File: src/rtl/lanzones_mem_pkg.sv
// lanzones_mem_pkg: shared types and widths for the lanzones memory master.
package lanzones_mem_pkg;

    localparam int ADDR_W = 32;
    localparam int DATA_W = 32;

    // One queued bus command as the core hands it over.
    typedef struct packed {
        logic              we;
        logic [ADDR_W-1:0] addr;
        logic [DATA_W-1:0] wdata;
    } cmd_t;

    // Bus sequencer states; GAP is the mandatory idle cycle after each response.
    typedef enum logic [1:0] {
        IDLE = 2'd0,
        REQ  = 2'd1,
        GAP  = 2'd2
    } state_t;

endpackage

File: src/rtl/lanzones_mem_if.sv
// lanzones_mem_if: command/response handshake from the core plus the
// word-addressed memory bus towards the responder.
//
// Handshakes:
//   command  - a command moves on every rising edge where cmd_valid && cmd_ready;
//              cmd_we/cmd_addr/cmd_wdata must be stable while cmd_valid is high.
//   response - rsp_valid is a one-cycle pulse with no backpressure; rsp_we,
//              rsp_rdata and rsp_err are meaningful only while it is high.
//   bus      - RRdy holds the request (RAddr/RWEn/RWData stable) until RVld is
//              sampled high; RData is valid only while RVld = 1.
interface lanzones_mem_if;
    import lanzones_mem_pkg::*;

    logic              cmd_valid;
    logic              cmd_ready;
    logic              cmd_we;
    logic [ADDR_W-1:0] cmd_addr;
    logic [DATA_W-1:0] cmd_wdata;

    logic              rsp_valid;
    logic              rsp_we;
    logic [DATA_W-1:0] rsp_rdata;
    logic              rsp_err;

    logic              RRdy;
    logic [ADDR_W-1:0] RAddr;
    logic              RWEn;
    logic [DATA_W-1:0] RWData;
    logic              RVld;
    logic [DATA_W-1:0] RData;

    // The memory master itself.
    modport master (
        input  cmd_valid, cmd_we, cmd_addr, cmd_wdata, RVld, RData,
        output cmd_ready, rsp_valid, rsp_we, rsp_rdata, rsp_err,
        output RRdy, RAddr, RWEn, RWData
    );

    // The surroundings: core command source/response sink and the responder.
    modport slave (
        output cmd_valid, cmd_we, cmd_addr, cmd_wdata, RVld, RData,
        input  cmd_ready, rsp_valid, rsp_we, rsp_rdata, rsp_err,
        input  RRdy, RAddr, RWEn, RWData
    );

endinterface

File: src/rtl/lanzones_cmd_fifo.sv
// lanzones_cmd_fifo: small synchronous command FIFO. Pointers carry one extra
// wrap bit so full and empty are distinguishable; the head is read straight
// out of the storage registers.
module lanzones_cmd_fifo
    import lanzones_mem_pkg::*;
#(
    parameter int DEPTH = 4
) (
    input  logic clk,
    input  logic rst,
    input  logic push,
    input  cmd_t din,
    input  logic pop,
    output cmd_t dout,
    output logic full,
    output logic empty
);

    localparam int AW = $clog2(DEPTH);

    cmd_t          mem [DEPTH];
    logic [AW:0]   wr_ptr;
    logic [AW:0]   rd_ptr;
    logic          do_push;
    logic          do_pop;

    // A push while full is refused even if a pop happens in the same cycle.
    assign do_push = push && !full;
    assign do_pop  = pop && !empty;

    // Storage write; contents need no reset because the pointers gate them.
    always_ff @(posedge clk) begin
        if (do_push) begin
            mem[wr_ptr[AW-1:0]] <= din;
        end
    end

    // Pointer update; push and pop in one cycle are both honoured.
    always_ff @(posedge clk or posedge rst) begin
        if (rst) begin
            wr_ptr <= '0;
            rd_ptr <= '0;
        end else begin
            if (do_push) wr_ptr <= wr_ptr + (AW+1)'(1);
            if (do_pop)  rd_ptr <= rd_ptr + (AW+1)'(1);
        end
    end

    assign empty = (wr_ptr == rd_ptr);
    assign full  = (wr_ptr[AW] != rd_ptr[AW]) && (wr_ptr[AW-1:0] == rd_ptr[AW-1:0]);
    assign dout  = mem[rd_ptr[AW-1:0]];

endmodule

File: src/rtl/lanzones_mem_master.sv
// lanzones_mem_master: buffers core read/write commands and issues them one at
// a time on the lanzones memory bus, returning one in-order response each.
// Optional feature macro: LANZONES_MEM_TIMEOUT_EN adds a REQ-phase timeout
// that aborts a command with rsp_err = 1 after TIMEOUT cycles without RVld.
module lanzones_mem_master
    import lanzones_mem_pkg::*;
#(
    parameter int DEPTH   = 4,
    parameter int TIMEOUT = 64
) (
    input  logic           clk,
    input  logic           rst,
    lanzones_mem_if.master mif,
    output logic           busy,
    output state_t         dbg_state
);

    if (DEPTH < 2 || (DEPTH & (DEPTH - 1)) != 0) begin : g_bad_depth
        $error("lanzones_mem_master: DEPTH must be a power of two and at least 2");
    end
    if (TIMEOUT < 2 || TIMEOUT > 65535) begin : g_bad_timeout
        $error("lanzones_mem_master: TIMEOUT must lie in 2..65535");
    end

    cmd_t              cmd_in;
    cmd_t              head;
    logic              fifo_full;
    logic              fifo_empty;
    logic              pop;

    state_t            state;
    logic              rrdy_q;
    logic              rwen_q;
    logic [ADDR_W-1:0] raddr_q;
    logic [DATA_W-1:0] rwdata_q;
    logic              rsp_valid_q;
    logic              rsp_we_q;
    logic [DATA_W-1:0] rsp_rdata_q;

`ifdef LANZONES_MEM_TIMEOUT_EN
    localparam logic [15:0] TO_LAST = 16'(TIMEOUT - 1);
    logic [15:0]       to_cnt;
    logic              rsp_err_q;
`endif

    assign cmd_in = '{we: mif.cmd_we, addr: mif.cmd_addr, wdata: mif.cmd_wdata};

    // The head leaves the FIFO on the same edge it is launched onto the bus.
    assign pop = (state == IDLE) && !fifo_empty;

    lanzones_cmd_fifo #(.DEPTH(DEPTH)) u_fifo (
        .clk   (clk),
        .rst   (rst),
        .push  (mif.cmd_valid),
        .din   (cmd_in),
        .pop   (pop),
        .dout  (head),
        .full  (fifo_full),
        .empty (fifo_empty)
    );

    // Bus sequencer: launch from IDLE, hold in REQ until RVld (or timeout), one GAP cycle.
    always_ff @(posedge clk or posedge rst) begin
        if (rst) begin
            state       <= IDLE;
            rrdy_q      <= 1'b0;
            rwen_q      <= 1'b0;
            raddr_q     <= '0;
            rwdata_q    <= '0;
            rsp_valid_q <= 1'b0;
            rsp_we_q    <= 1'b0;
            rsp_rdata_q <= '0;
`ifdef LANZONES_MEM_TIMEOUT_EN
            to_cnt      <= '0;
            rsp_err_q   <= 1'b0;
`endif
        end else begin
            rsp_valid_q <= 1'b0;
            rsp_we_q    <= 1'b0;
            rsp_rdata_q <= '0;
`ifdef LANZONES_MEM_TIMEOUT_EN
            rsp_err_q   <= 1'b0;
`endif
            case (state)
                IDLE: begin
                    if (!fifo_empty) begin
                        rrdy_q   <= 1'b1;
                        rwen_q   <= head.we;
                        raddr_q  <= head.addr;
                        rwdata_q <= head.wdata;
`ifdef LANZONES_MEM_TIMEOUT_EN
                        to_cnt   <= '0;
`endif
                        state    <= REQ;
                    end
                end
                REQ: begin
                    // RVld takes priority over a timeout on the same edge.
                    if (mif.RVld) begin
                        rrdy_q      <= 1'b0;
                        rwen_q      <= 1'b0;
                        rsp_valid_q <= 1'b1;
                        rsp_we_q    <= rwen_q;
                        rsp_rdata_q <= rwen_q ? '0 : mif.RData;
                        state       <= GAP;
                    end
`ifdef LANZONES_MEM_TIMEOUT_EN
                    else if (to_cnt == TO_LAST) begin
                        rrdy_q      <= 1'b0;
                        rwen_q      <= 1'b0;
                        rsp_valid_q <= 1'b1;
                        rsp_we_q    <= rwen_q;
                        rsp_err_q   <= 1'b1;
                        state       <= GAP;
                    end else begin
                        to_cnt <= to_cnt + 16'd1;
                    end
`endif
                end
                GAP: begin
                    state <= IDLE;
                end
                default: begin
                    state <= IDLE;
                end
            endcase
        end
    end

    assign mif.cmd_ready = !fifo_full;
    assign mif.RRdy      = rrdy_q;
    assign mif.RWEn      = rwen_q;
    assign mif.RAddr     = raddr_q;
    assign mif.RWData    = rwdata_q;
    assign mif.rsp_valid = rsp_valid_q;
    assign mif.rsp_we    = rsp_we_q;
    assign mif.rsp_rdata = rsp_rdata_q;
`ifdef LANZONES_MEM_TIMEOUT_EN
    assign mif.rsp_err   = rsp_err_q;
`else
    assign mif.rsp_err   = 1'b0;
`endif

    assign busy      = !fifo_empty || (state != IDLE);
    assign dbg_state = state;

endmodule

File: src/flat_wrapper.sv
// flat-port wrapper written by rule: the top's interface ports become plain ports
module lanzones_mem_master_flat import lanzones_mem_pkg::*;
#(
    parameter int DEPTH   = 4,
    parameter int TIMEOUT = 64
)
  (clk, rst, busy, dbg_state, mif_cmd_valid, mif_cmd_we, mif_cmd_addr, mif_cmd_wdata, mif_RVld, mif_RData, mif_cmd_ready, mif_rsp_valid, mif_rsp_we, mif_rsp_rdata, mif_rsp_err, mif_RRdy, mif_RAddr, mif_RWEn, mif_RWData);
  lanzones_mem_if mif_i ();
  input  logic clk;
  input  logic rst;
  output logic busy;
  output state_t dbg_state;
  input wire logic [$bits(mif_i.cmd_valid)-1:0] mif_cmd_valid;
  input wire logic [$bits(mif_i.cmd_we)-1:0] mif_cmd_we;
  input wire logic [$bits(mif_i.cmd_addr)-1:0] mif_cmd_addr;
  input wire logic [$bits(mif_i.cmd_wdata)-1:0] mif_cmd_wdata;
  input wire logic [$bits(mif_i.RVld)-1:0] mif_RVld;
  input wire logic [$bits(mif_i.RData)-1:0] mif_RData;
  output wire logic [$bits(mif_i.cmd_ready)-1:0] mif_cmd_ready;
  output wire logic [$bits(mif_i.rsp_valid)-1:0] mif_rsp_valid;
  output wire logic [$bits(mif_i.rsp_we)-1:0] mif_rsp_we;
  output wire logic [$bits(mif_i.rsp_rdata)-1:0] mif_rsp_rdata;
  output wire logic [$bits(mif_i.rsp_err)-1:0] mif_rsp_err;
  output wire logic [$bits(mif_i.RRdy)-1:0] mif_RRdy;
  output wire logic [$bits(mif_i.RAddr)-1:0] mif_RAddr;
  output wire logic [$bits(mif_i.RWEn)-1:0] mif_RWEn;
  output wire logic [$bits(mif_i.RWData)-1:0] mif_RWData;
  assign mif_i.cmd_valid = mif_cmd_valid;
  assign mif_i.cmd_we = mif_cmd_we;
  assign mif_i.cmd_addr = mif_cmd_addr;
  assign mif_i.cmd_wdata = mif_cmd_wdata;
  assign mif_i.RVld = mif_RVld;
  assign mif_i.RData = mif_RData;
  assign mif_cmd_ready = mif_i.cmd_ready;
  assign mif_rsp_valid = mif_i.rsp_valid;
  assign mif_rsp_we = mif_i.rsp_we;
  assign mif_rsp_rdata = mif_i.rsp_rdata;
  assign mif_rsp_err = mif_i.rsp_err;
  assign mif_RRdy = mif_i.RRdy;
  assign mif_RAddr = mif_i.RAddr;
  assign mif_RWEn = mif_i.RWEn;
  assign mif_RWData = mif_i.RWData;
  lanzones_mem_master #(.DEPTH(DEPTH), .TIMEOUT(TIMEOUT)) u_core (.clk(clk), .rst(rst), .mif(mif_i), .busy(busy), .dbg_state(dbg_state));
endmodule
File: config.mk
export PLATFORM = sky130hd
export DESIGN_NAME = lanzones_mem_master_flat
export DESIGN_NICKNAME = d
export VERILOG_FILES = /design/src/rtl/lanzones_mem_pkg.sv /design/src/rtl/lanzones_mem_if.sv /design/src/rtl/lanzones_cmd_fifo.sv /design/src/rtl/lanzones_mem_master.sv /design/src/flat_wrapper.sv
export SDC_FILE = /design/constraint.sdc
export NUM_CORES = 1
export LEC_CHECK = 0
export BUFFER_PORTS_ARGS = -buffer_cell sky130_fd_sc_hd__buf_2
export CAP_MARGIN = 20
export CORE_UTILIZATION = 51
export CTS_CLUSTER_DIAMETER = 30
export CTS_CLUSTER_SIZE = 10
export DETAILED_ROUTE_END_ITERATION = 10
export GPL_ROUTABILITY_DRIVEN = 1
export PLACE_DENSITY = 0.73
export SLEW_MARGIN = 20
export SYNTH_ARGS = -nofsm -noshare
export SYNTH_HDL_FRONTEND = slang
export SYNTH_SLANG_ARGS = --single-unit
export TNS_END_PERCENT = 5
File: constraint.sdc
create_clock -name clk -period 8.6 [get_ports clk]
set_clock_uncertainty 0.15 [all_clocks]
set_input_delay 1.72 -clock clk [delete_from_list [all_inputs] [get_ports clk]]
set_output_delay 1.72 -clock clk [all_outputs]
set_load 0.005 [all_outputs]
==> impl_metrics.yaml <==
timing:
  finalCriticalPeriod_ps: 4480
  fmax_mhz: 223
  tightest_slew_ps: 1080
  tns_ps: 0
  hold_viol: 0
  finalMaxSlewViolations: 0
  rsz0062_at_grt: "no"
  finalCritPeriodShare_pct: 52.1
  timing.hold.ws_ps: 343
  finalSetupViolations: 0
  relSlewSlack_pct: 27.7
power:
  vdd_drop_max_v: 0.000275
  power.density_mw_per_mm2: 392
  p_leak_nw: 6.53
clocking:
  holdBufCountCts: 0
  htreeDepth: 2
  clock-root-buffer: "clkbuf_16"
  clk_path_buf_depth: 3
  clkSinkCount: 368
  cts_buffers: 59
  cts_tree: "built"
  post_cts_buffers: 0
  path_clk_slew_ps: 50
  clk_latency_ps: 560
  cts_resized: 0
critical_path:
  start_kind: "flop"
  arrival_ps: 2610
  crit_fanout: 68
  r2r_cells: 3
  critPathKind: "flop to output pin"
  rrSetupSlack_ps: 5130
  cp.required_ps: 6730
  end_kind: "output pin"
finish:
  fin_nets: 944
  drive_gt1_share_pct: 50.3
  area_delta_synth_final_pct: 24.7
  layoutNonFillerInstCount: 1225
  design_area_mm2: 0.0168
  utilization_pct: 64.5
synth:
  syn-num-nets: 702
  async_flop_share_pct: 29.3
  yosysSeqAreaShare_pct: 78.2
  synth_ff_type: "edfxtp_1"
  synthCells: 596
  ys_ff_latch: 368
  netlist_area_mm2: 0.0134
  yosys_warnings: 0
  synth-edff-count: 260
  avgSynthCellArea_um2: 22.5
  synth_cell_types: 29
place:
  dpl.hpwl_mm: 14.2
  gp_congestion: 0.766
  dp_cells: 1112
  port_buffers: 204
  placed_area_mm2: 0.0148
floorplanning:
  initial_core_util_pct: 51.7
  core_area_mm2: 0.0260
  die_w_um: 164
  fp.dieH_um: 164
  row_count: 59
  dieArea_mm2: 0.0270
  io_pins: 206
global_route:
  grt_max_degree: 69
  antenna_found_initial: 3
  grt_pass1_vias: 6940
  grt_pass1_wl_mm: 38.0
  grt_util_all_layers_pct: 18.9
  grt_overflow: 0
routing:
  drc: 0
  wl_per_cell_um: 20.1
  ant_nets: 0
  num_vias: 6434
  drt-pass1-iter-count: 4
  drt-initial-drc-count: 400
  drt_wl_total_mm: 24.7
  vias_per_cell: 5.25
flow_run:
  drv_cap: 0
run_status:
  status: "completed"
min_path:
  min_path_type: "flop to flop"
  min_path_cells: 1
state kept, by name (all words and copies together) (netlist names), 2 cells and up:
signal                flops
u_core.u_fifo.wr_ptr      3
u_core.mif.RWData        32
u_core.u_fifo.mem       260
u_core.dbg_state          2
u_core.u_fifo.rd_ptr      3
u_core.mif.RAddr         32
u_core.mif.rsp_rdata     32
synthesized netlist by cell type (3+ instances only):
library cell,n,area [µm²]
and2_1,36,225
buf_2,7,35.0
buf_4,8,60.1
clkbuf_1,8,30.0
dfrtp_1,108,2700
edfxtp_1,260,7810
ha_1,5,62.6
inv_1,5,18.8
mux2_2,49,552
mux2_4,17,255
mux4_2,65,1460
xnor2_1,3,26.3
xor2_1,5,43.8
area by class of cell:
cell class | instances | area [µm²]
Clock inverter | 35 | 322
Fill cell | 1757 | 9220
Sequential cell | 368 | 10500
Inverter | 5 | 21.3
Clock buffer | 77 | 1670
Tap cell | 335 | 419
Multi-Input combinational cell | 197 | 2770
Timing Repair Buffer | 207 | 1050
Antenna cell | 1 | 2.50
cell families (layout without fill, tap and decap cells):
logic type                 count (synthesis)  after routing  share of synthesized area [%]
muxes                                    131            131                           16.9
AOI/OAI and AO/OA                          8              8                          0.549
other                                      1              2                         0.0279
xor gates and xnor gates                   8              8                          0.521
adders and majority gates                  5              5                          0.466
buffers and inverters                     31            324                           1.35
and+or+nand+nor                           44             44                           1.97
DFF                                      368            368                           78.2
cell usage in the layout (no fill, tap or decap), drive strengths merged, types with 2 or more instances in the layout:
cell type    n
and2        36
nand2        2
inv          9
xor2         5
o311ai       2
clkinvlp     7
nor2         2
clkbuf      77
ha           5
clkinv      20
edfxtp     260
mux2        66
xnor2        3
buf        207
mux4        65
bufinv       4
o31a         2
dfrtp      108
metrics by stage:
step	setup WS, ps	power, W
floorplan	3880	0.00384
global placement	4680	0.00428
detailed placement	4660	0.00436
CTS	4060	0.00667
global route	3970	0.00690
finish	4120	0.00657
critical path: stages (launching register included):
cell	delay (ps)
dfrtp_4	1080
xor2_1	390
or3_1	430
buf_2	140
metal layers:
metal | GRT usage [%] | wire [µm]
met5 | 0 | 24
met1 | 23.4 | 9720
met2 | 32.5 | 12600
met4 | 6.57 | 549
met3 | 4.44 | 1810
where the power goes:
part,switching [W],internal [W],total [W]
Combinational,0.000715,0.000868,0.00158
Sequential,0.000263,0.00245,0.00271
Clock,0.000793,0.00149,0.00228
final timing paths:
| kind | to | startpoint |
|---|---|---|
| worst min-delay path | u_core.dbg_state[0]$_DFFE_PP0P_ | u_core.dbg_state[1]$_DFFE_PP0P_ |
| worst max-delay path | mif_cmd_ready | u_core.u_fifo.rd_ptr[1]$_DFFE_PP0P_ |
| max in group asynchronous | u_core.u_fifo.rd_ptr[0]$_DFFE_PP0P_ | rst |
| min in group asynchronous | u_core.mif.RAddr[13]$_DFFE_PP0P_ | rst |
| worst min register to register | u_core.dbg_state[0]$_DFFE_PP0P_ | u_core.dbg_state[1]$_DFFE_PP0P_ |
| worst max register to register | u_core.u_fifo.mem[0][24]$_DFFE_PP_ | u_core.u_fifo.rd_ptr[1]$_DFFE_PP0P_ |
(Power assumes the default switching activity.)
